--- config.mk ---
export PLATFORM = sky130hd
export DESIGN_NAME = microsequencer_param
export DESIGN_NICKNAME = d
export VERILOG_FILES = /design/src/rtl/microsequencer_param_pkg.sv /design/src/rtl/microsequencer_param_if.sv /design/src/rtl/microsequencer_param_ustack.sv /design/src/rtl/microsequencer_param.sv
export SDC_FILE = /design/constraint.sdc
export NUM_CORES = 1
export LEC_CHECK = 0
export BUFFER_PORTS_ARGS = -buffer_cell sky130_fd_sc_hd__buf_2
export CORE_MARGIN = 2
export CORE_UTILIZATION = 40
export CTS_BUF_LIST = sky130_fd_sc_hd__clkbuf_8
export DETAILED_ROUTE_END_ITERATION = 10
export HOLD_SLACK_MARGIN = 0.12
export MAX_ROUTING_LAYER = met4
export PLACE_DENSITY = 0.67
export REMOVE_ABC_BUFFERS = 1
export SKIP_LAST_GASP = 1
export SLEW_MARGIN = 40
export SYNTH_ARGS = -nofsm -noshare
export SYNTH_HDL_FRONTEND = slang
export SYNTH_SLANG_ARGS = --single-unit
export TNS_END_PERCENT = 30
--- constraint.sdc ---
create_clock -name clk4 -period 4.3 [get_ports clk4]
set_clock_uncertainty 0.2 [all_clocks]
set_input_delay 0.215 -clock clk4 [delete_from_list [all_inputs] [get_ports clk4]]
set_output_delay 0.215 -clock clk4 [all_outputs]
set_load 0.01 [all_outputs]
--- src/rtl/microsequencer_param_pkg.sv ---
// Shared sequencer constants: micro-op encodings (reused by the microcode
// assembler tables) and the internal per-edge action code.
package microsequencer_param_pkg;

  localparam int UOP_W = 2;

  // Micro-op field encodings as they appear in the microword.
  typedef enum logic [UOP_W-1:0] {
    UOP_NEXT = 2'b00,
    UOP_JUMP = 2'b01,
    UOP_CALL = 2'b10,
    UOP_RET  = 2'b11
  } uop_e;

  // What the sequencer does on the coming edge, after priority resolution.
  typedef enum logic [2:0] {
    ACT_HOLD      = 3'd0,  // halt / wait state: nothing moves
    ACT_CLEAR     = 3'd1,  // reset-hold or microword end: upc=0, stack empty
    ACT_NEXT      = 3'd2,
    ACT_JUMP      = 3'd3,
    ACT_CALL      = 3'd4,
    ACT_RET       = 3'd5,
    ACT_ERR_CLEAR = 3'd6,  // CALL into a full stack: forced end plus uerr
    ACT_ERR_ZERO  = 3'd7   // RET from an empty stack: upc=0 plus uerr
  } seq_act_e;

endpackage

--- src/rtl/microsequencer_param_if.sv ---
// Connection between the sequencer core and its return stack.
// Handshake: push, pop and clear are single-cycle strobes sampled on the
// rising clock edge; the stack accepts them unconditionally in that cycle.
// push and pop are never asserted together, and clear wins over both.
// full, empty, depth and top_data are valid combinationally every cycle and
// describe the stack contents before the edge.
interface microsequencer_param_if #(
  parameter int WIDTH   = 4,
  parameter int DEPTH_W = 2
);
  logic               push;
  logic               pop;
  logic               clear;
  logic [WIDTH-1:0]   push_data;
  logic [WIDTH-1:0]   top_data;
  logic               full;
  logic               empty;
  logic [DEPTH_W-1:0] depth;

  modport master (
    output push, pop, clear, push_data,
    input  top_data, full, empty, depth
  );

  modport slave (
    input  push, pop, clear, push_data,
    output top_data, full, empty, depth
  );
endinterface

--- src/rtl/microsequencer_param_ustack.sv ---
// LIFO micro-return stack. Only the occupancy count is reset; entry
// contents are don't-care until written.
module microsequencer_param_ustack #(
  parameter int DEPTH = 2,
  parameter int WIDTH = 4
) (
  input logic                    clk_i,
  input logic                    rst_i,
  microsequencer_param_if.slave  stk
);
  localparam int DEPTH_W = $clog2(DEPTH + 1);

  logic [WIDTH-1:0]   mem_q [DEPTH];
  logic [DEPTH_W-1:0] depth_q;
  logic               full;
  logic               empty;
  logic               do_push;
  logic               do_pop;
  logic [WIDTH-1:0]   top_data;

  assign full    = (depth_q == DEPTH_W'(DEPTH));
  assign empty   = (depth_q == '0);
  assign do_push = stk.push && !full && !stk.clear;
  assign do_pop  = stk.pop && !empty && !stk.clear;

  // Occupancy counter; clear and reset both empty the stack.
  always_ff @(posedge clk_i) begin
    if (rst_i || stk.clear) begin
      depth_q <= '0;
    end else if (do_push) begin
      depth_q <= depth_q + 1'b1;
    end else if (do_pop) begin
      depth_q <= depth_q - 1'b1;
    end
  end

  // Entry storage: a push writes the slot just above the current top.
  always_ff @(posedge clk_i) begin
    for (int i = 0; i < DEPTH; i++) begin
      if (do_push && (depth_q == DEPTH_W'(i))) begin
        mem_q[i] <= stk.push_data;
      end
    end
  end

  // Top-of-stack read mux; returns zero when empty.
  always_comb begin
    top_data = '0;
    for (int i = 0; i < DEPTH; i++) begin
      if (depth_q == DEPTH_W'(i + 1)) begin
        top_data = mem_q[i];
      end
    end
  end

  assign stk.top_data = top_data;
  assign stk.full     = full;
  assign stk.empty    = empty;
  assign stk.depth    = depth_q;

endmodule

--- src/rtl/microsequencer_param.sv ---
// Microsequencer: registered micro-PC with NEXT/JUMP/CALL/RET, halt and
// wait-state hold, microword-end restart and a small return stack.
module microsequencer_param
  import microsequencer_param_pkg::*;
#(
  parameter  int UPC_W       = 4,
  parameter  int STACK_DEPTH = 2,
  parameter  int FETCH_LEN   = 2,
  localparam int SD_W        = $clog2(STACK_DEPTH + 1)
) (
  input  logic             clk4,
  input  logic             reset,
  input  logic             nrsthold,
  input  logic             nhalt,
  input  logic             nws,
  input  logic             nend,
  input  logic             nendext,
  input  logic [UOP_W-1:0] uop,
  input  logic [UPC_W-1:0] utarget,
  output logic [UPC_W-1:0] upc,
  output logic             ncse,
  output logic             fpfetch,
  output logic [SD_W-1:0]  sdepth,
  output logic             uerr
);

  logic [UPC_W-1:0] upc_q, upc_d;
  logic             uerr_q, uerr_d;
  logic [UPC_W-1:0] upc_inc;
  seq_act_e         act;

  microsequencer_param_if #(.WIDTH(UPC_W), .DEPTH_W(SD_W)) stk_if ();

  microsequencer_param_ustack #(
    .DEPTH (STACK_DEPTH),
    .WIDTH (UPC_W)
  ) u_ustack (
    .clk_i (clk4),
    .rst_i (reset),
    .stk   (stk_if)
  );

  // Wraps modulo 2^UPC_W naturally through the register width.
  assign upc_inc = upc_q + 1'b1;

  // Resolve input priority into a single action for this edge.
  always_comb begin
    act = ACT_HOLD;
    if (!nrsthold) begin
      act = ACT_CLEAR;
    end else if (!nhalt || !nws) begin
      act = ACT_HOLD;
    end else if (!nend || !nendext) begin
      act = ACT_CLEAR;
    end else begin
      case (uop_e'(uop))
        UOP_NEXT: act = ACT_NEXT;
        UOP_JUMP: act = ACT_JUMP;
        UOP_CALL: act = stk_if.full  ? ACT_ERR_CLEAR : ACT_CALL;
        UOP_RET:  act = stk_if.empty ? ACT_ERR_ZERO  : ACT_RET;
        default:  act = ACT_HOLD;
      endcase
    end
  end

  // Next micro-PC, error flag and stack strobes for the chosen action.
  always_comb begin
    upc_d            = upc_q;
    uerr_d           = uerr_q;
    stk_if.push      = 1'b0;
    stk_if.pop       = 1'b0;
    stk_if.clear     = 1'b0;
    stk_if.push_data = upc_inc;
    case (act)
      ACT_HOLD: begin
        upc_d = upc_q;
      end
      ACT_CLEAR: begin
        upc_d        = '0;
        stk_if.clear = 1'b1;
      end
      ACT_NEXT: begin
        upc_d = upc_inc;
      end
      ACT_JUMP: begin
        upc_d = utarget;
      end
      ACT_CALL: begin
        upc_d       = utarget;
        stk_if.push = 1'b1;
      end
      ACT_RET: begin
        upc_d      = stk_if.top_data;
        stk_if.pop = 1'b1;
      end
      ACT_ERR_CLEAR: begin
        upc_d        = '0;
        uerr_d       = 1'b1;
        stk_if.clear = 1'b1;
      end
      ACT_ERR_ZERO: begin
        upc_d  = '0;
        uerr_d = 1'b1;
      end
      default: begin
        upc_d = upc_q;
      end
    endcase
  end

  // State registers; reset overrides every other input on the edge.
  always_ff @(posedge clk4) begin
    if (reset) begin
      upc_q  <= '0;
      uerr_q <= 1'b0;
    end else begin
      upc_q  <= upc_d;
      uerr_q <= uerr_d;
    end
  end

  assign upc     = upc_q;
  assign uerr    = uerr_q;
  assign sdepth  = stk_if.depth;
  assign ncse    = reset | ~nhalt;
  assign fpfetch = (int'(upc_q) < FETCH_LEN);

endmodule

==> results of run 1 <==
-- critical path, stage by stage (launching register included) --
cell           delay [ns]
dfxtp_1              0.37
inv_1                0.09
ha_1                 0.30
mux2i_2              0.32
nand4_4              0.14
or3_1                0.37
a31oi_1              0.18
dlygate4sd3_1        0.56
-- flip-flops by register name, summed over array words and instances, names as in the netlist --
name                cells
upc                     4
u_ustack.stk.depth      2
uerr                    1
u_ustack.mem_q          8
-- per-stage QoR --
step | worst slack, ns | power (mW)
3_5_place_dp | 2.23 | 0.197
4_1_cts | 1.73 | 0.305
5_1_grt | 1.59 | 0.316
6_report | 1.71 | 0.302
2_1_floorplan | 2.32 | 0.177
3_3_place_gp | 2.32 | 0.196
-- path summary, 6_finish.rpt --
check	from	end
max	u_ustack.stk.depth[0]$_SDFFE_PP0P_	upc[0]$_SDFFE_PP0P_
min reg2reg	uerr$_SDFFE_PP0P_	uerr$_SDFFE_PP0P_
min	utarget[2]	upc[2]$_SDFFE_PP0P_
max reg2reg	u_ustack.stk.depth[0]$_SDFFE_PP0P_	upc[0]$_SDFFE_PP0P_
-- kinds of logic (layout without fill, tap and decap cells) --
group | after synthesis | count (layout) | share of synthesized area, %
simple gates | 42 | 42 | 28.8
compound gates | 18 | 18 | 15.5
flops | 15 | 15 | 42.1
buf+inv | 6 | 31 | 3.60
fa+ha+maj | 4 | 4 | 5.54
xor+xnor | 3 | 3 | 2.91
mux | 1 | 1 | 1.52
-- area by class of cell --
type	instances	area, µm²	area share (%)
Multi-Input combinational cell	68	490	44.7
Sequential cell	15	380	34.7
Clock buffer	3	41.3	3.76
Clock inverter	1	3.75	0.342
Tap cell	28	35.0	3.19
Timing Repair Buffer	24	135	12.3
Inverter	3	11.3	1.03
-- Yosys cell counts (2+ instances only) --
| master | n |
|---|---|
| a21oi_1 | 2 |
| a221oi_1 | 3 |
| a22o_1 | 2 |
| a22oi_1 | 2 |
| and3_1 | 2 |
| buf_2 | 2 |
| dfxtp_1 | 7 |
| edfxtp_1 | 8 |
| ha_1 | 4 |
| inv_1 | 3 |
| nand2_1 | 8 |
| nand3_1 | 3 |
| nand4b_1 | 2 |
| nor2_1 | 7 |
| nor2b_1 | 2 |
| nor3_1 | 4 |
| nor4_1 | 2 |
| o21ai_0 | 2 |
| or3_1 | 2 |
| xor2_1 | 2 |
-- report_power, final --
group	internal, mW	total (mW)	leakage [nW]	switching (mW)
registers	0.153	0.156	0.126	0.00274
clock network	0.0630	0.107	0.0269	0.0436
logic	0.0171	0.0402	0.290	0.0231
total	0.233	0.302	0.443	0.0694
-- layer usage --
metal | part of all wire [%] | track usage (%) | wire (µm)
met5 | 0 | - | 0
met4 | 0.76 | 7.89 | 16
met3 | 2.0 | 1.72 | 43
met2 | 53 | 31.6 | 1120
met1 | 44 | 20.6 | 922
==> flow_metrics.py, run 1 <==
metrics = {
    "synth": {
        "yosys.area.top_type_share_pct": 26.6,
        "yosysUniqueCellTypes": 40,
        "yosysSeqAreaShare_pct": 42.1,
        "synthTopCellsByArea": "edfxtp_1 27%, dfxtp_1 16%, ha_1 5.5%",
        "yosys.area.top_type": "edfxtp_1",
        "yosysWarnings": 0,
        "synthesis.area_um2": 903,
        "synthCells": 89,
        "synth_edf_count": 8,
        "synth.avg_cell_area_um2": 10.2,
        "ys_seq_elements": 15,
        "async_flop_share_pct": 0,
        "synth_ff_type": "edfxtp_1",
    },
    "sta": {
        "fmax_mhz": 387,
        "finalCriticalPeriod_ns": 2.59,
        "finalSetupViolCount": 0,
        "holdWs_ns": 0.116,
        "fin_tns_setup_ns": 0,
        "fin_crit_sh_pct": 60.2,
        "final_max_slew_viol_count": 0,
        "rsz0062_at_grt": "false",
        "final_hold_viol_count": 0,
        "worstMarginPinSlew_ns": 0.322,
        "slew_headroom_pct": 78.1,
    },
    "floorplanning": {
        "start_util_pct": 41.6,
        "die_width_um": 51.5,
        "rows": 17,
        "dieArea_mm2": 0.00265,
        "core_area_mm2": 0.00217,
        "die_y_um": 51.5,
        "io_pins": 22,
    },
    "worst_setup_path": {
        "crit_arrival_ns": 2.57,
        "start_kind": "register",
        "reg2reg_depth": 7,
        "reg2reg_slack_ns": 1.71,
        "end_kind": "register",
        "cp.required_ns": 4.28,
        "cp_max_fo": 8,
        "critPathKind": "reg -> reg",
    },
    "grt": {
        "antenna_found_initial": 0,
        "grt_util_all_layers_pct": 17.9,
        "grt_max_degree": 11,
        "overflow": 0,
        "first_global_vias": 755,
        "grt_pass1_wl_um": 3310,
    },
    "cts": {
        "hold_buffers": 3,
        "root_buffer": "clkbuf_8",
        "cts_resized": 0,
        "clockBufferDepth": 2,
        "cts_tree": "yes",
        "post_cts_buffers": 0,
        "numCtsBuffers": 3,
        "clock_latency_ns": 0.24,
        "cts.clk_slew.worst_paths_ns": 0.06,
        "htree_levels": 1,
        "cts.sinks": 15,
    },
    "routing": {
        "wirelength_um": 2110,
        "ant_nets": 0,
        "wl_per_cell_um": 14.8,
        "firstDrtPassIters": 4,
        "vias": 788,
        "viasPerCell": 5.55,
        "drt_iter0_drc": 8,
        "drc": 0,
    },
    "place": {
        "gp_congestion": 0.827,
        "place.detailed.hpwl_um": 1660,
        "placed_cell_area_mm2": 0.00102,
        "port_buffers": 21,
        "place_inst": 135,
    },
    "finish": {
        "layout_common_cells": "21 x buf_2, 8 x nand2_1, 8 x edfxtp_1, 7 x nor2_1, 7 x dfxtp_1",
        "final_common_cell": "buf_2",
        "diodes": 0,
        "drive_gt1_share_pct": 27.2,
        "area_growth_pct": 21.5,
        "utilization_pct": 50.6,
        "final_nets": 132,
        "fin_area_mm2": 0.00110,
        "num-fill-cells": 221,
        "stdcell_count": 142,
    },
    "pwr": {
        "peakVddDrop_uv": 115,
        "p_leak_nw": 0.443,
        "powerDensity_mw_per_mm2": 275,
    },
    "flow_run": {
        "maxCapViolCount": 0,
    },
    "status": {
        "outcome": "finished clean",
    },
    "worst_hold_path": {
        "hold_depth": 3,
        "hp-class": "in -> reg",
    },
}
Note: power is estimated with default switching activity, not from simulation.
==> inputs of run 2 (changes only) <==
ABC_AREA = 1   (was not set)
PLACE_DENSITY = 0.65   (was 0.67)
clock period = 2.55 ns   (was 4.3 ns; I/O delays follow)
==> run 2 against run 1 <==
Synthesized area grew 17%. First-iteration DRC count rose to 2.9 times the previous value. Critical endpoint unchanged. Count of clock-buffer cells in the layout did not move. Register-to-register slack got worse by 1.6 ns. Largest cell class unchanged.
==> flow_metrics.py, run 2 <==
metrics = {
    "status": {
        "outcome": "finished clean",
    },
    "finish": {
        "stdcell_count": 196,
        "final_nets": 184,
        "layout_common_cells": "28 x nand2_1, 21 x buf_2, 18 x inv_1, 15 x nand3_1, 14 x nor2_1",
        "drive_gt1_share_pct": 30.1,
        "diodes": 0,
        "largest_reg_flops": 8,
        "final_common_cell": "nand2_1",
        "area_growth_pct": 24.3,
        "top_register": "u_ustack.mem_q",
    },
    "cts": {
        "cts_resized": 0,
        "cts.clk_slew.worst_paths_ns": 0.06,
        "clock_latency_ns": 0.24,
        "cts.sinks": 15,
        "cts_tree": "yes",
        "clockBufferDepth": 2,
        "root_buffer": "clkbuf_8",
        "htree_levels": 1,
        "post_cts_buffers": 0,
        "numCtsBuffers": 3,
    },
    "sta": {
        "finalCriticalPeriod_ns": 2.41,
        "finalSetupViolCount": 0,
        "final_hold_viol_count": 0,
        "rsz0062_at_grt": "true",
        "final_max_slew_viol_count": 0,
        "fin_crit_sh_pct": 94.5,
        "fmax_mhz": 415,
        "worstMarginPinSlew_ns": 0.333,
        "holdWs_ns": 0.201,
        "fin_tns_setup_ns": 0,
        "slew_headroom_pct": 77.7,
    },
    "grt": {
        "grt_pass1_wl_um": 3950,
        "grt_max_degree": 10,
        "grt_util_all_layers_pct": 16.5,
        "overflow": 0,
        "first_global_vias": 930,
        "antenna_found_initial": 0,
    },
    "worst_hold_path": {
        "hp-class": "in -> reg",
        "min_from": "uop[1]",
    },
    "flow_run": {
        "maxCapViolCount": 0,
    },
    "synth": {
        "synth_top_family_by_area": "simple AND/OR/NAND/NOR gates",
        "yosys.area.top_type": "edfxtp_1",
        "synth-adder-area-share_pct": 4.73,
        "synthMostInstantiatedCell": "nand2_1",
        "synth_compound_area_share_pct": 6.03,
        "ys_top_cells_by_count": "28 x nand2_1, 17 x inv_1, 15 x nand3_1",
        "ys_seq_elements": 15,
        "muxShareOfSynthArea_pct": 0,
        "yosysSeqAreaShare_pct": 35.9,
        "synth_edf_count": 8,
        "synth_ff_type": "edfxtp_1",
        "synthSimpleGateAreaFrac_pct": 44.2,
        "synth_xor_area_share_pct": 1.65,
        "synthTopCellsByArea": "edfxtp_1 23%, dfxtp_1 13%, nand2_1 9.9%",
        "synthesis.area_mm2": 0.00106,
        "yosys.area.top_type_share_pct": 22.7,
        "yosysUniqueCellTypes": 24,
        "async_flop_share_pct": 0,
        "synth.avg_cell_area_um2": 7.90,
        "yosysWarnings": 0,
        "synthCells": 134,
    },
    "worst_setup_path": {
        "cp.required_ns": 2.54,
        "crit_start": "u_ustack.stk.depth[0]$_SDFFE_PP0P_",
        "cp_max_fo": 6,
        "critPathKind": "reg -> reg",
        "start_kind": "register",
        "end_kind": "register",
        "crit_arrival_ns": 2.40,
        "r2r-start": "u_ustack.stk.depth[0]$_SDFFE_PP0P_",
    },
    "floorplanning": {
        "die_width_um": 55.4,
        "dieArea_mm2": 0.00307,
        "core_area_mm2": 0.00250,
        "io_pins": 22,
        "start_util_pct": 42.3,
        "die_y_um": 55.4,
        "rows": 18,
    },
    "place": {
        "place.detailed.hpwl_um": 1890,
        "port_buffers": 21,
        "gp_congestion": 0.826,
        "place_inst": 185,
    },
    "routing": {
        "wirelength_um": 2340,
        "drt_iter0_drc": 23,
        "wl_per_cell_um": 11.9,
        "firstDrtPassIters": 4,
        "drc": 0,
        "viasPerCell": 4.92,
        "ant_nets": 0,
        "vias": 964,
    },
    "pwr": {
        "powerDensity_mw_per_mm2": 405,
        "peakVddDrop_uv": 243,
        "p_leak_nw": 0.642,
    },
}
==> run 2: cell types whose count changed in the layout (fill, tap and decap cells not counted), moves of 4 or more <==
cell | previous run | this run
inv_2 | 0 | 4
nand3_1 | 3 | 15
dlygate4sd3_1 | 3 | 7
nand2_1 | 8 | 28
nor2_1 | 7 | 14
nor2_4 | 0 | 4
nand2_2 | 0 | 5
inv_1 | 4 | 18
==> run 2: area by class of cell <==
type	count	area, µm²
well taps	30	37.5
repair buffers	28	175
inverters	21	78.8
multi-input cells	98	599
clock buffers	3	41.3
clock inverters	1	3.75
fillers	235	1180
flip-flops and latches	15	380
==> run 2: routing by layer <==
layer / track usage [%] / wire, µm / up-vias
li1: - / - / 498
met1: 20.5 / 1080 / 445
met2: 26.5 / 1160 / 19
met3: 3.75 / 89 / 2
met4: 5.57 / 10 / 0
met5: - / 0 / -
==> run 2: worst paths after layout <==
path | endpoint | slack (ns) | depth (start not counted)
hold reg to reg | uerr$_SDFFE_PP0P_ | 0.28 | 1
setup / recovery | upc[0]$_SDFFE_PP0P_ | 0.14 | 12
setup reg to reg | upc[0]$_SDFFE_PP0P_ | 0.14 | 12
hold / removal | uerr$_SDFFE_PP0P_ | 0.20 | 4
==> run 2: repair_timing <==
action / 4_1_cts / 5_1_grt
endpoints found under the setup margin: 0 / 3
hold endpoints to repair: 7 / 0
hold buffers: 7 / 0
==> run 2: worst max-delay path, stage by stage, from the launching register on <==
cell and delay [ns]:
dfxtp_1 0.37, inv_1 0.09, ha_1 0.28, nand2_2 0.11, nand3_2 0.14, nand2_1 0.23
inv_1 0.09, nand2_1 0.06, nand3_1 0.06, nand3_1 0.08, nand2_1 0.05, dlygate4sd3_1 0.56
inv_1 0.05
==> run 2: cell families after synthesis <==
kind of cell,count (synthesis)
and+or+nand+nor,82
buffers and inverters,21
DFF,15
AOI/OAI and AO/OA,10
adders and majority gates,4
xor gates and xnor gates,2
==> run 2: per-stage QoR <==
step           power [mW]  cell area [µm²]  utilization (%)  worst slack [ns]
3_5_place_dp        0.346             1200             48.0             0.503
2_1_floorplan       0.316             1060                -             0.632
5_1_grt             0.557             1320             52.7           -0.0640
4_1_cts             0.539             1320             52.7             0.117
3_3_place_gp        0.344             1200             48.0             0.622
6_report            0.534             1320             52.7             0.141
==> run 2: power by group <==
group / switching [mW] / internal (mW)
combinational: 0.0528 / 0.0346
clock: 0.0786 / 0.106
sequential: 0.00392 / 0.257
total: 0.135 / 0.398
